**src/rtl/pool_ctrl_pkg.sv**
```systemverilog
// Shared types and size helpers for the pool frame controller.
// Imported by pool_frame_ctrl and pool_ctrl_wdog.
package pool_ctrl_pkg;

    typedef enum logic [2:0] {
        ST_IDLE,
        ST_CLEAR,
        ST_RUN,
        ST_DRAIN,
        ST_DONE
    } pool_ctrl_state_t;

    function automatic int nbeat(input int w, input int h);
        return w * h;
    endfunction

    function automatic int npool(input int w, input int h);
        return (w / 2) * (h / 2);
    endfunction

endpackage

```
**src/rtl/pool_ctrl_wdog.sv**
```systemverilog
// Idle watchdog for the pool frame controller.
// Built only when POOL_CTRL_WDOG_EN is defined.
import pool_ctrl_pkg::*;

module pool_ctrl_wdog #(
    parameter int TIMEOUT_CYC = 1024
) (
    input  logic clk,
    input  logic rst,
    input  logic en,
    input  logic kick,
    output logic expire
);

    localparam int CW = $clog2(TIMEOUT_CYC + 1);

    logic [CW-1:0] cnt;

    assign expire = en & (cnt == CW'(TIMEOUT_CYC));

    always_ff @(posedge clk) begin
        if (rst || !en || kick) begin
            cnt <= '0;
        end else if (!expire) begin
            cnt <= cnt + 1'b1;
        end
    end

endmodule

```
**src/rtl/pool_frame_ctrl.sv**
```systemverilog
// Frame sequencer between the conv stream and the 2x2 max-pool stage.
// Optional idle watchdog enabled with POOL_CTRL_WDOG_EN.
import pool_ctrl_pkg::*;

module pool_frame_ctrl #(
    parameter int CONV_WIDTH  = 24,
    parameter int CONV_HEIGHT = 24,
    parameter int COL_BIT     = 5,
    parameter int ROW_BIT     = 5,
    parameter int OCNT_BIT    = 8,
    parameter int TIMEOUT_CYC = 1024
) (
    input  logic                clk,
    input  logic                rst,
    input  logic                start,
    input  logic                conv_valid,
    output logic                conv_ready,
    output logic                pool_valid_in,
    output logic                pool_clear,
    input  logic                pool_valid_out,
    output logic                busy,
    output logic                frame_done,
    output logic [COL_BIT-1:0]  col_idx,
    output logic [ROW_BIT-1:0]  row_idx,
    output logic [OCNT_BIT-1:0] out_count,
    output logic                err_overrun,
    output logic                err_extra,
    output logic                err_timeout
);

    localparam int NPOOL = npool(CONV_WIDTH, CONV_HEIGHT);
    localparam logic [COL_BIT-1:0]  COL_LAST = COL_BIT'(CONV_WIDTH - 1);
    localparam logic [ROW_BIT-1:0]  ROW_LAST = ROW_BIT'(CONV_HEIGHT - 1);
    localparam logic [OCNT_BIT-1:0] OCNT_MAX = OCNT_BIT'(NPOOL);

    pool_ctrl_state_t state, state_nx;

    logic beat;
    logic pv_cnt;
    logic full;
    logic cnt_hit;
    logic last_beat;
    logic wd_exp;

    assign conv_ready    = (state == ST_RUN);
    assign beat          = conv_valid & conv_ready;
    assign pool_valid_in = beat;
    assign pool_clear    = (state == ST_CLEAR);
    assign busy          = (state != ST_IDLE);

    // Pool results only count while a frame is open
    assign pv_cnt = pool_valid_out &
                    ((state == ST_CLEAR) | (state == ST_RUN) |
                     (state == ST_DRAIN));
    assign full    = (out_count == OCNT_MAX);
    assign cnt_hit = full | (pv_cnt & (out_count == OCNT_MAX - 1'b1));
    assign last_beat = beat & (row_idx == ROW_LAST) &
                       (col_idx == COL_LAST);

`ifdef POOL_CTRL_WDOG_EN
    pool_ctrl_wdog #(
        .TIMEOUT_CYC(TIMEOUT_CYC)
    ) u_wdog (
        .clk    (clk),
        .rst    (rst),
        .en     ((state == ST_RUN) | (state == ST_DRAIN)),
        .kick   (beat | pool_valid_out),
        .expire (wd_exp)
    );

    always_ff @(posedge clk) begin
        if (rst) begin
            err_timeout <= 1'b0;
        end else if (state == ST_IDLE && start) begin
            err_timeout <= 1'b0;
        end else if (wd_exp) begin
            err_timeout <= 1'b1;
        end
    end
`else
    logic unused_cfg;
    assign unused_cfg  = ^TIMEOUT_CYC;
    assign wd_exp      = 1'b0;
    assign err_timeout = 1'b0;
`endif

    always_ff @(posedge clk) begin
        if (rst) begin
            state <= ST_IDLE;
        end else begin
            state <= state_nx;
        end
    end

    always_comb begin
        state_nx = state;
        unique case (state)
            ST_IDLE:  if (start) state_nx = ST_CLEAR;
            ST_CLEAR: state_nx = ST_RUN;
            ST_RUN: begin
                if (wd_exp)         state_nx = ST_DONE;
                else if (last_beat) state_nx = ST_DRAIN;
            end
            ST_DRAIN: if (wd_exp || cnt_hit) state_nx = ST_DONE;
            ST_DONE:  state_nx = ST_IDLE;
            default:  state_nx = ST_IDLE;
        endcase
    end

    always_ff @(posedge clk) begin
        if (rst) begin
            frame_done  <= 1'b0;
            col_idx     <= '0;
            row_idx     <= '0;
            out_count   <= '0;
            err_overrun <= 1'b0;
            err_extra   <= 1'b0;
        end else begin
            frame_done <= (state == ST_DONE);
            if (state == ST_IDLE && start) begin
                col_idx     <= '0;
                row_idx     <= '0;
                out_count   <= '0;
                err_overrun <= 1'b0;
                err_extra   <= 1'b0;
            end
            if (beat) begin
                if (col_idx == COL_LAST) begin
                    col_idx <= '0;
                    row_idx <= (row_idx == ROW_LAST) ? '0 : row_idx + 1'b1;
                end else begin
                    col_idx <= col_idx + 1'b1;
                end
            end
            if (pv_cnt) begin
                if (full) err_extra <= 1'b1;
                else      out_count <= out_count + 1'b1;
            end
            // A dropped beat is flagged even on the cycle start is taken
            if (conv_valid && !conv_ready) err_overrun <= 1'b1;
        end
    end

endmodule

```
**config.mk**
```make
export PLATFORM = sky130hd
export DESIGN_NAME = pool_frame_ctrl
export DESIGN_NICKNAME = d
export VERILOG_FILES = /design/src/rtl/pool_ctrl_pkg.sv /design/src/rtl/pool_ctrl_wdog.sv /design/src/rtl/pool_frame_ctrl.sv
export SDC_FILE = /design/constraint.sdc
export NUM_CORES = 1
export LEC_CHECK = 0
export ABC_CLOCK_PERIOD_IN_PS = 1500
export CELL_PAD_IN_SITES_DETAIL_PLACEMENT = 1
export CELL_PAD_IN_SITES_GLOBAL_PLACEMENT = 1
export CORE_ASPECT_RATIO = 1.4
export CORE_UTILIZATION = 32
export DETAILED_ROUTE_END_ITERATION = 6
export PLACE_DENSITY = 0.82
export REMOVE_ABC_BUFFERS = 1
export SLEW_MARGIN = 10
export SYNTH_ARGS = -nofsm -noshare
export SYNTH_HDL_FRONTEND = slang
export SYNTH_HIERARCHICAL = 1
export SYNTH_SLANG_ARGS = --single-unit
```
**constraint.sdc**
```tcl
create_clock -name clk -period 1.5 [get_ports clk]
set_input_delay 0.3 -clock clk [delete_from_list [all_inputs] [get_ports clk]]
set_output_delay 0.3 -clock clk [all_outputs]
set_load 0.01 [all_outputs]
```
## After elaboration in Yosys (flattened, before gate mapping)

Index checks and enable logic that the tools add are counted.

- Reductions and logical operators: 8
- Add/sub/neg operators: 3
- Equality and inequality tests: 11
- Bitwise logic cells: 8
- Muxes and demuxes: 19

Operators by type and width:

| operator | number |
|---|---|
| $mux 5 | 7 |
| $mux 8 | 3 |
| $eq 8x8->1 const B | 2 |
| $pmux 3 s4 | 1 |
| $add 5x1->5 const B | 2 |
| $eq 5x5->1 const B | 2 |
| $mux 3 | 3 |
| $add 8x1->8 const B | 1 |
| $eq 3x2->1 const B | 2 |
| $and 1x1->1 | 5 |
| $mux 1 | 5 |
| $ne 2x2->1 const B | 2 |
| $reduce_bool 2->1 | 2 |
| $eq 3x1->1 const B | 1 |
| $eq 3x3->1 const B | 1 |
| $logic_not 3->1 | 1 |
| $or 1x1->1 | 3 |
| $reduce_and 3->1 | 1 |
| $reduce_bool 3->1 | 1 |
| $logic_and 1x1->1 | 2 |
| $ne 2x1->1 const B | 1 |
| $logic_not 1->1 | 1 |

- Flip-flop bits (word level): 24

## Logic depth before layout (Yosys ltp)

- Word-level depth: 8
- Depth in mapped cells: 7
- Depth with buffers taken out: 6

## Least setup slack after synthesis

Ideal clock, no wire load.

- Path type: reg2reg
- Start: register out_count[0]
- End: register out_count[2]
- Arrival time: 1.447 ns
- Stages on the path, launching flop included: 7
- Clock period less this slack: 1.580 ns
- Path buffers: 0
- Path slack: -0.080 ns
- Cell sequence: dfxtp_1 inv_1 ha_1 and4bb_2 a211oi_2 a21o_1 a21oi_1

- Cells in the longest elaborated chain, start to end: 3
- Elaborated cells between the ends (all ways): 4
- Classes of those cells: 1 x add/sub; 1 x eq/ne; 2 x mux

Ends and longest elaborated chain:

| item | line | source |
|---|---|---|
| start: declaration | pool_frame_ctrl.sv:25 | `output logic [OCNT_BIT-1:0] out_count,` |
| start signal: assignment | pool_frame_ctrl.sv:137 | `else out_count <= out_count + 1'b1;` |
| $add 8x1->8 or $eq 8x8->1 (tied branches) | pool_frame_ctrl.sv:137, pool_frame_ctrl.sv:55 |  |
| $mux 8 * | pool_frame_ctrl.sv:136 | `if (full) err_extra <= 1'b1;` |
| $mux 8 * | pool_frame_ctrl.sv:135 | `if (pv_cnt) begin` |

Every way passes the cells marked *; elsewhere a longest branch is shown, timed or not.
A chain may end at the register's enable or synchronous reset.

## Worst setup path in the final report

- Start: register state[0]
- End: output port busy

- Cells in the longest elaborated chain, start to end: 1

Ends and longest elaborated chain:

| item | line | source |
|---|---|---|
| start: declaration | pool_frame_ctrl.sv:36 | `pool_ctrl_state_t state, state_nx;` |
| start signal: assignment | pool_frame_ctrl.sv:91 | `state <= state_nx;` |
| $reduce_bool 3->1 | pool_frame_ctrl.sv:49 | `assign busy = (state != ST_IDLE);` |
| end: declaration | pool_frame_ctrl.sv:21 | `output logic busy,` |

No other way between the ends.

==> results by group <==
Global route
  – Total GRT Usage: 0.253
  – Vias in the first global route: 1670
  – First-pass GRT wire length: 8.41 mm
  – Largest net degree at the start of global routing: 14
  – Initial antenna violation count: 0
  – Total grt overflow: 0

Critical path
  – Crit-path leading delay family: flip-flops
  – Crit start category: register
  – CP required: 1.20 ns
  – Worst Setup Path Type: register to output port
  – Crit path cell chain: buf_12, or3_4, buf_6
  – Buf+Inv Stages, Crit Path: 2
  – Worst Setup End Kind: output port
  – CP max FO: 7
  – Worst Path Arrival: 1.31 ns
  – Worst path slowest cell: dfxtp_4
  – Crit path largest cell delay: 0.38 ns

Placed design
  – Routability cong.: 0.827
  – Post-DP HPWL: 3.27 mm
  – Placed Cells: 251
  – Port buffer count: 29
  – Setup WS pre-CTS: -0.431 ns

Cells and area
  – NumNets Final: 237
  – Share of cells above drive strength 1: 0.515
  – Area growth, synth to finish: 80.5%
  – ANT cells: 0
  – Final core utilization: 0.621
  – Most frequent cells in the layout: buf_4, dlygate4sd2_1, nor2_1
  – Filler instances: 417
  – Final cell count without fillers: 269
  – Commonest non-fill, non-tap cell in the layout: buf_4

Synthesis
  – YS warnings: 6
  – Post-synth ARST share: 0
  – Leading area contributor after synthesis: dfxtp_1
  – Synth Area per Inst: 8.76 um2
  – Post-synth EDFFs: 0
  – Synthesized netlist cell count: 147
  – Share of the synthesized area in the top cell type: 0.373
  – Synthesized flop and latch total: 24
  – Synth cell types: 49
  – Largest cells by area after synthesis: dfxtp_1, nor2_1, a21oi_1
  – Main flop type after synthesis: dfxtp_1
  – Cell area after synthesis: 1290 um2
  – Post-synthesis sequential area ratio: 0.373

Routing
  – Residual DRC count: 0
  – Drt total wl: 5.58 mm
  – DRT iter0 DRCs: 44
  – Drt via density: 5.64
  – Vias: 1516
  – Drt wl/cell: 20.7 um
  – Final ANT Viol Nets: 0
  – Drt first pass iters: 4

Power and ir drop
  – Sw frac: 0.324
  – Leakage power: 1.05 nW
  – Flop pwr share: 0.364
  – Internal: 1.28 mW
  – Clk pwr share: 0.253
  – PD cells: 814 nW/um2
  – Worst vdd ir: 0.000622 V
  – Logic pwr share: 0.383
  – Net Switching: 0.613 mW

Clocking
  – Root buf cell: clkbuf_8
  – TritonCTS clock tree: built
  – Cts bufs inserted: 3
  – Clk sink count: 24
  – H-tree depth: 1
  – Clock Path Buffers: 2
  – Worst-Skew Late Latency: 0.29 ns
  – Clock slew at reported path FFs: 0.10 ns
  – Hold-fix buffers, CTS: 0

STA
  – Final Hold Fails: 0
  – Final WS setup: -0.115 ns
  – Time the worst path needs with I/O delays and setup: 1.61 ns
  – Fmax: 619 MHz
  – Final setup skew: 0.0135 ns
  – Fin crit share: 1.08
  – Endpoints failing setup: 17
  – Unrepaired setup endpoints after global routing: true
  – Final hold slack: 0.510 ns
  – Max Slew Vio Count: 0

Hold path
  – Worst Hold Class: register to register

Die
  – Placeable core area: 3740 um2
  – Die H: 77.1 um
  – Site Rows: 26
  – Num ports: 31
  – Full die area: 4280 um2
  – Initial core utilization: 0.344
  – Die Span X: 55.6 um

Outcome
  – Outcome: finished with violations
  – Failing checks: negative setup slack

Job
  – Max-cap viol count: 0
[metal layers]
layer	GRT usage	up-vias	share of wire
met4	0.0875	0	0.014
met1	0.240	764	0.37
met5	0	-	0
li1	-	694	-
met2	0.517	48	0.59
met3	0.0472	10	0.031
[worst paths after layout]
path | startpoint | to | slack (ns) | depth (start not counted)
hold / removal | row_idx[2] | row_idx[2] | 0.51 | 1
setup / recovery | state[0] | busy | -0.11 | 3
setup reg to reg | state[0] | out_count[5] | -0.09 | 7
hold reg to reg | row_idx[2] | row_idx[2] | 0.51 | 1
[synthesized netlist by cell type, drive strengths merged, types with 2 or more instances]
cell type / count
a32oi: 2
nand3: 7
nand2: 8
a211oi: 3
nor3b: 3
nor3: 4
nor4b: 4
ha: 4
nand2b: 3
a21oi: 11
nor4: 4
or3: 5
mux2: 2
xnor2: 3
inv: 7
dfxtp: 24
nor2: 16
o22ai: 2
o21ai: 6
buf: 5
and4b: 2
clkbuf: 3
[per-stage QoR]
step	total power [mW]	instance area, um2	setup TNS (ns)
after floorplan	0.886	1230	-0.223
after global placement	1.16	1900	-6.77
after detailed placement	1.19	1900	-7.95
after CTS	1.79	2210	-0.188
after global routing	1.95	2320	-1.46
final	1.89	2320	-0.647
[cell type report]
cell class	instances	area, um2	share of cell area
Tap cell	42	52.6	0.0226
Timing Repair Buffer	84	746	0.321
Inverter	7	26.3	0.0113
Clock buffer	4	55.1	0.0237
Sequential cell	24	509	0.219
Multi-Input combinational cell	108	935	0.402
[worst reg2reg max path, cell delays in order, from the launching register on]
cell     delay [ns]
dfxtp_4        0.40
buf_12         0.13
nor2_4         0.06
nor4_4         0.31
buf_4          0.18
buf_6          0.09
mux2_4         0.29
nor2_2         0.07
[kinds of logic after synthesis]
family	share of synthesized area
other cells	0.00291
mux	0.0175
fa+ha+maj	0.0389
xor+xnor	0.0204
flops	0.373
simple gates	0.310
compound gates	0.175
buf+inv	0.0622
[registers in the layout, summed over array words and instances (netlist names)]
| name | cells |
|---|---|
| state | 3 |
| row_idx | 5 |
| err_overrun | 1 |
| frame_done | 1 |
| out_count | 8 |
| err_extra | 1 |
| col_idx | 5 |
[power groups by stage]
| stage | registers [mW] | clock network (mW) | logic [mW] |
|---|---|---|---|
| 2_1_floorplan | 0.713 | 0 | 0.173 |
| 3_3_place_gp | 0.695 | 0 | 0.463 |
| 3_5_place_dp | 0.697 | 0 | 0.490 |
| 4_1_cts | 0.684 | 0.473 | 0.635 |
| 5_1_grt | 0.691 | 0.503 | 0.759 |
| 6_report | 0.688 | 0.479 | 0.724 |
[timing repair]
action                     in CTS  in global routing
setup buffers                  11                  5
gates resized for setup        86                 27
setup endpoints to repair      43                 30
pin swaps                      15                 15
(Power assumes the default switching activity.)
==> RTL edit 1 (same flow settings) <==
Compare `col_idx` against `COL_LAST` with >= in place of ==.
--- a/src/rtl/pool_frame_ctrl.sv
+++ b/src/rtl/pool_frame_ctrl.sv
@@ -127,3 +127,3 @@
             if (beat) begin
-                if (col_idx == COL_LAST) begin
+                if (col_idx >= COL_LAST) begin
                     col_idx <= '0;
Behaviour: same outputs for any inputs over 10 cycles, from zero or initial values and one cycle with rst high; that may be too few to reach the edited logic, so the function may still have changed.
==> RTL edit 1 against the unedited design <==
- largest power group is now registers
- power is 19% lower
- sequential cell count unchanged
- the flow still finishes with violations (setup timing)
- highest routed layer unchanged
- area after synthesis increased by 2.1%
- routed wire length rose by 7.2%
- fmax is 5.3% lower
- final area rose by 2.6%
- critical path type is now flip-flop to flip-flop
- via count rose by 0.26%
- setup slack got worse by 91 ps
==> RTL edit 1: results (changes against the unedited design) <==
Synth Area in XOR/XNOR=0.0333 (+0.0129); dpl cells=254 (+1.2%); final setup violation count=14 (-3); layout cells sized above 1=0.553 (+0.0377); pre-CTS setup slack=-450 ps (-19.1 ps); violated checks=setup timing; area post-placement=1920 um^2 (+1.5%); timing endpoint of the critical path=state[0]$_SDFFE_PP0P_; multi-input combinational cell area=1030 um^2 (+10%); P_seq=672 uW (-2%); vias in the first global route=1579 (-5.4%); Pleak=1.10 nW (+4.7%); Power Internal=1.07 mW (-16%); Adder-Cell Fraction of Synth Area=0.0381 (-0.000814); Resized Gates After CTS=71 (-17%); Crit path max-delay family=simple AND/OR/NAND/NOR gates; Clock buf/inv share=0.0231 (-0.000609); setup ws final=-205 ps (-90.8 ps); Non-clk invs=4 (-3); crit path max fanout=3 (-4); sequential area share after synthesis=0.365 (-0.00781); Setup Buffers After CTS=5 (-6); Synth Area in Compound Gates=0.167 (-0.00747); slowest cell on the critical path=or4_4; Total Wirelength=5980 um (+7.2%); Final Net Count=236 (-0.42%); first-pass GRT wire length=7920 um (-5.8%); vias per cell=5.65 (+0.26%); Fillers=423 (+1.4%); Data buffer area share=0.302 (-0.0187); status=finished, violations left; Arr. time, crit path=1860 ps (+550 ps); reg2reg start=out_count[0]$_SDFF_PP0_; flop2flop setup slack=-210 ps (-120 ps)
RTL edit 1: cell types whose count changed in the layout (fill, tap and decap cells not counted), moves of 3 or more:
cell	unedited run	this run
xnor2_1	2	5
nor3b_2	1	6
nor2_1	12	15
dfxtp_2	8	11
a21o_1	1	4
or3_1	4	1
inv_1	5	1
o21ai_1	4	0
RTL edit 1: worst min path at each step:
stage / cells past startpoint / slack, ps / end
6_report: 1 / 520 / row_idx[4]$_SDFF_PP0_
5_1_grt: 1 / 550 / row_idx[3]$_SDFF_PP0_
4_1_cts: 1 / 510 / frame_done$_SDFF_PP0_
3_5_place_dp: 2 / 500 / err_extra$_SDFF_PP0_
3_3_place_gp: 2 / 470 / err_overrun$_SDFFE_PP0P_
2_1_floorplan: 1 / 370 / col_idx[1]$_SDFFE_PP0P_
RTL edit 1: layer usage:
layer	vias up	GRT usage	routed length, um
met5	-	0	0
met4	0	0.0707	125
met3	12	0.0200	163
met2	56	0.449	3420
met1	760	0.252	2270
li1	692	-	-
==> RTL edit 2 (same settings) <==
Without the edit above. The parameter `OCNT_BIT` goes from 8 to 7.
--- a/src/rtl/pool_frame_ctrl.sv
+++ b/src/rtl/pool_frame_ctrl.sv
@@ -9,3 +9,3 @@
     parameter int ROW_BIT     = 5,
-    parameter int OCNT_BIT    = 8,
+    parameter int OCNT_BIT    = 7,
     parameter int TIMEOUT_CYC = 1024
Interface: changed (resized out_count); port bits go from 31 to 30. The function was not compared with the original's and may differ.
==> RTL edit 2 against the unedited design <==
- the flow still finishes with violations (setup timing)
- sequential cell count down 1
- final area down 14%
- routed wire length down 23%
- global-route usage down 3.5 points
- die area down 5.5%
- sequential share of layout area up 2.7 points
- area after synthesis down 5.6%
- fmax up 4.5%
- hold slack worse by 4.1 ps
- setup slack better by 70 ps
- cell count down 11%
Power is not compared: it rests on default switching activity, and its combinational part moved more than twofold at a synthesized area within 25%.
==> RTL edit 2: results (changes against the unedited design) <==
status=finished, violations left; violated checks=setup timing; post-DP HPWL=2800 um (-14%); vias post-DR=1302 (-14%); Crit path max-delay family=simple AND/OR/NAND/NOR gates; setup ws final=-44.5 ps (+70.1 ps); met3 Use GR=0.0303 (-0.0169); WHS Path Cells=2 (+1); Layout Skew=2.09 ps (-11.4 ps); Final Net Count=207 (-13%); first-pass GRT wire length=6340 um (-25%); most frequent cells after synthesis=dfxtp_1, a21oi_1, nor2_1; Synth Instances=138 (-6.1%); Hold EP=row_idx[4]$_SDFF_PP0_; layout cells sized above 1=0.467 (-0.0484); DR WL/cell=17.9 um (-14%); final setup violation count=4 (-13); Reg2Reg Depth=5 (-2); starting density of the core=0.333 (-0.0107); sequential area share after synthesis=0.379 (+0.00581); top flop regs=out_count: 7 flops, col_idx: 5 flops, row_idx: 5 flops; Arr. time, crit path=1760 ps (+450 ps); met1 usage=0.228 (-0.0127); dpl cells=226 (-10%); GP Congestion=0.803 (-2.8%)
[RTL edit 2: tightest hold or removal path, delay by kind of cell, from the launching register on]
| family | cells | cell delay, ps |
|---|---|---|
| flops | 1 | 350 |
| compound gates | 2 | 120 |
[RTL edit 2: kinds of logic after synthesis]
| family | Yosys count | share of synthesized area |
|---|---|---|
| AO/OA/AOI/OAI | 33 | 0.157 |
| XOR/XNOR | 3 | 0.0216 |
| adder cells (fa/ha/maj) | 4 | 0.0412 |
| buffers and inverters | 11 | 0.0618 |
| flip-flops | 23 | 0.379 |
| other | 1 | 0.00309 |
| AND/OR/NAND/NOR | 63 | 0.337 |
[RTL edit 2: final cells by class]
class                      count  area (um^2)
fill                         424         1650
multi-input combinational    104          820
timing repair buffer          62          567
sequential                    23          492
tap                           42         52.6
clock buffer                   3         41.3
inverter                       4         17.5
clock inverter                 1         5.00
[RTL edit 2: power groups by stage]
| stage | clock network (mW) | registers (mW) | logic, mW |
|---|---|---|---|
| 2_1_floorplan | 0 | 0.653 | 0.0787 |
| 3_3_place_gp | 0 | 0.650 | 0.198 |
| 3_5_place_dp | 0 | 0.652 | 0.205 |
| 4_1_cts | 0.412 | 0.631 | 0.231 |
| 5_1_grt | 0.440 | 0.633 | 0.300 |
| 6_report | 0.406 | 0.630 | 0.282 |
[RTL edit 2: worst max-delay path by stage]
stage	startpoint	depth (start not counted)	slack [ps]	end
after CTS	state[1]$_SDFFE_PP0P_	2	-70	busy
after global routing	state[2]$_SDFFE_PP0P_	5	-90	out_count[2]$_SDFF_PP0_
final	state[2]$_SDFFE_PP0P_	5	-40	out_count[2]$_SDFF_PP0_
after detailed placement	start	4	-390	out_count[5]$_SDFF_PP0_
after floorplan	state[1]$_SDFFE_PP0P_	4	-30	out_count[2]$_SDFF_PP0_
after global placement	conv_valid	4	-380	pool_valid_in
[RTL edit 2: through the flow]
step,cell area (um^2),TNS [ps]
finish,1990,-53.2
floorplan,1150,-34.7
detailed placement,1690,-7590
global route,1990,-605
CTS,1840,-147
global placement,1690,-6590
[RTL edit 2: layer usage]
| layer | up-vias | part of all wire |
|---|---|---|
| li1 | 623 | - |
| met1 | 626 | 0.36 |
| met2 | 40 | 0.57 |
| met3 | 13 | 0.036 |
| met4 | 0 | 0.030 |
| met5 | - | 0 |
[RTL edit 2: what timing repair did]
item                                    CTS  global route
buffers inserted                          7             2
gates resized for setup                  65            36
hold buffers                              0             0
endpoints found under the setup margin   43            25
pin swaps                                 7             9
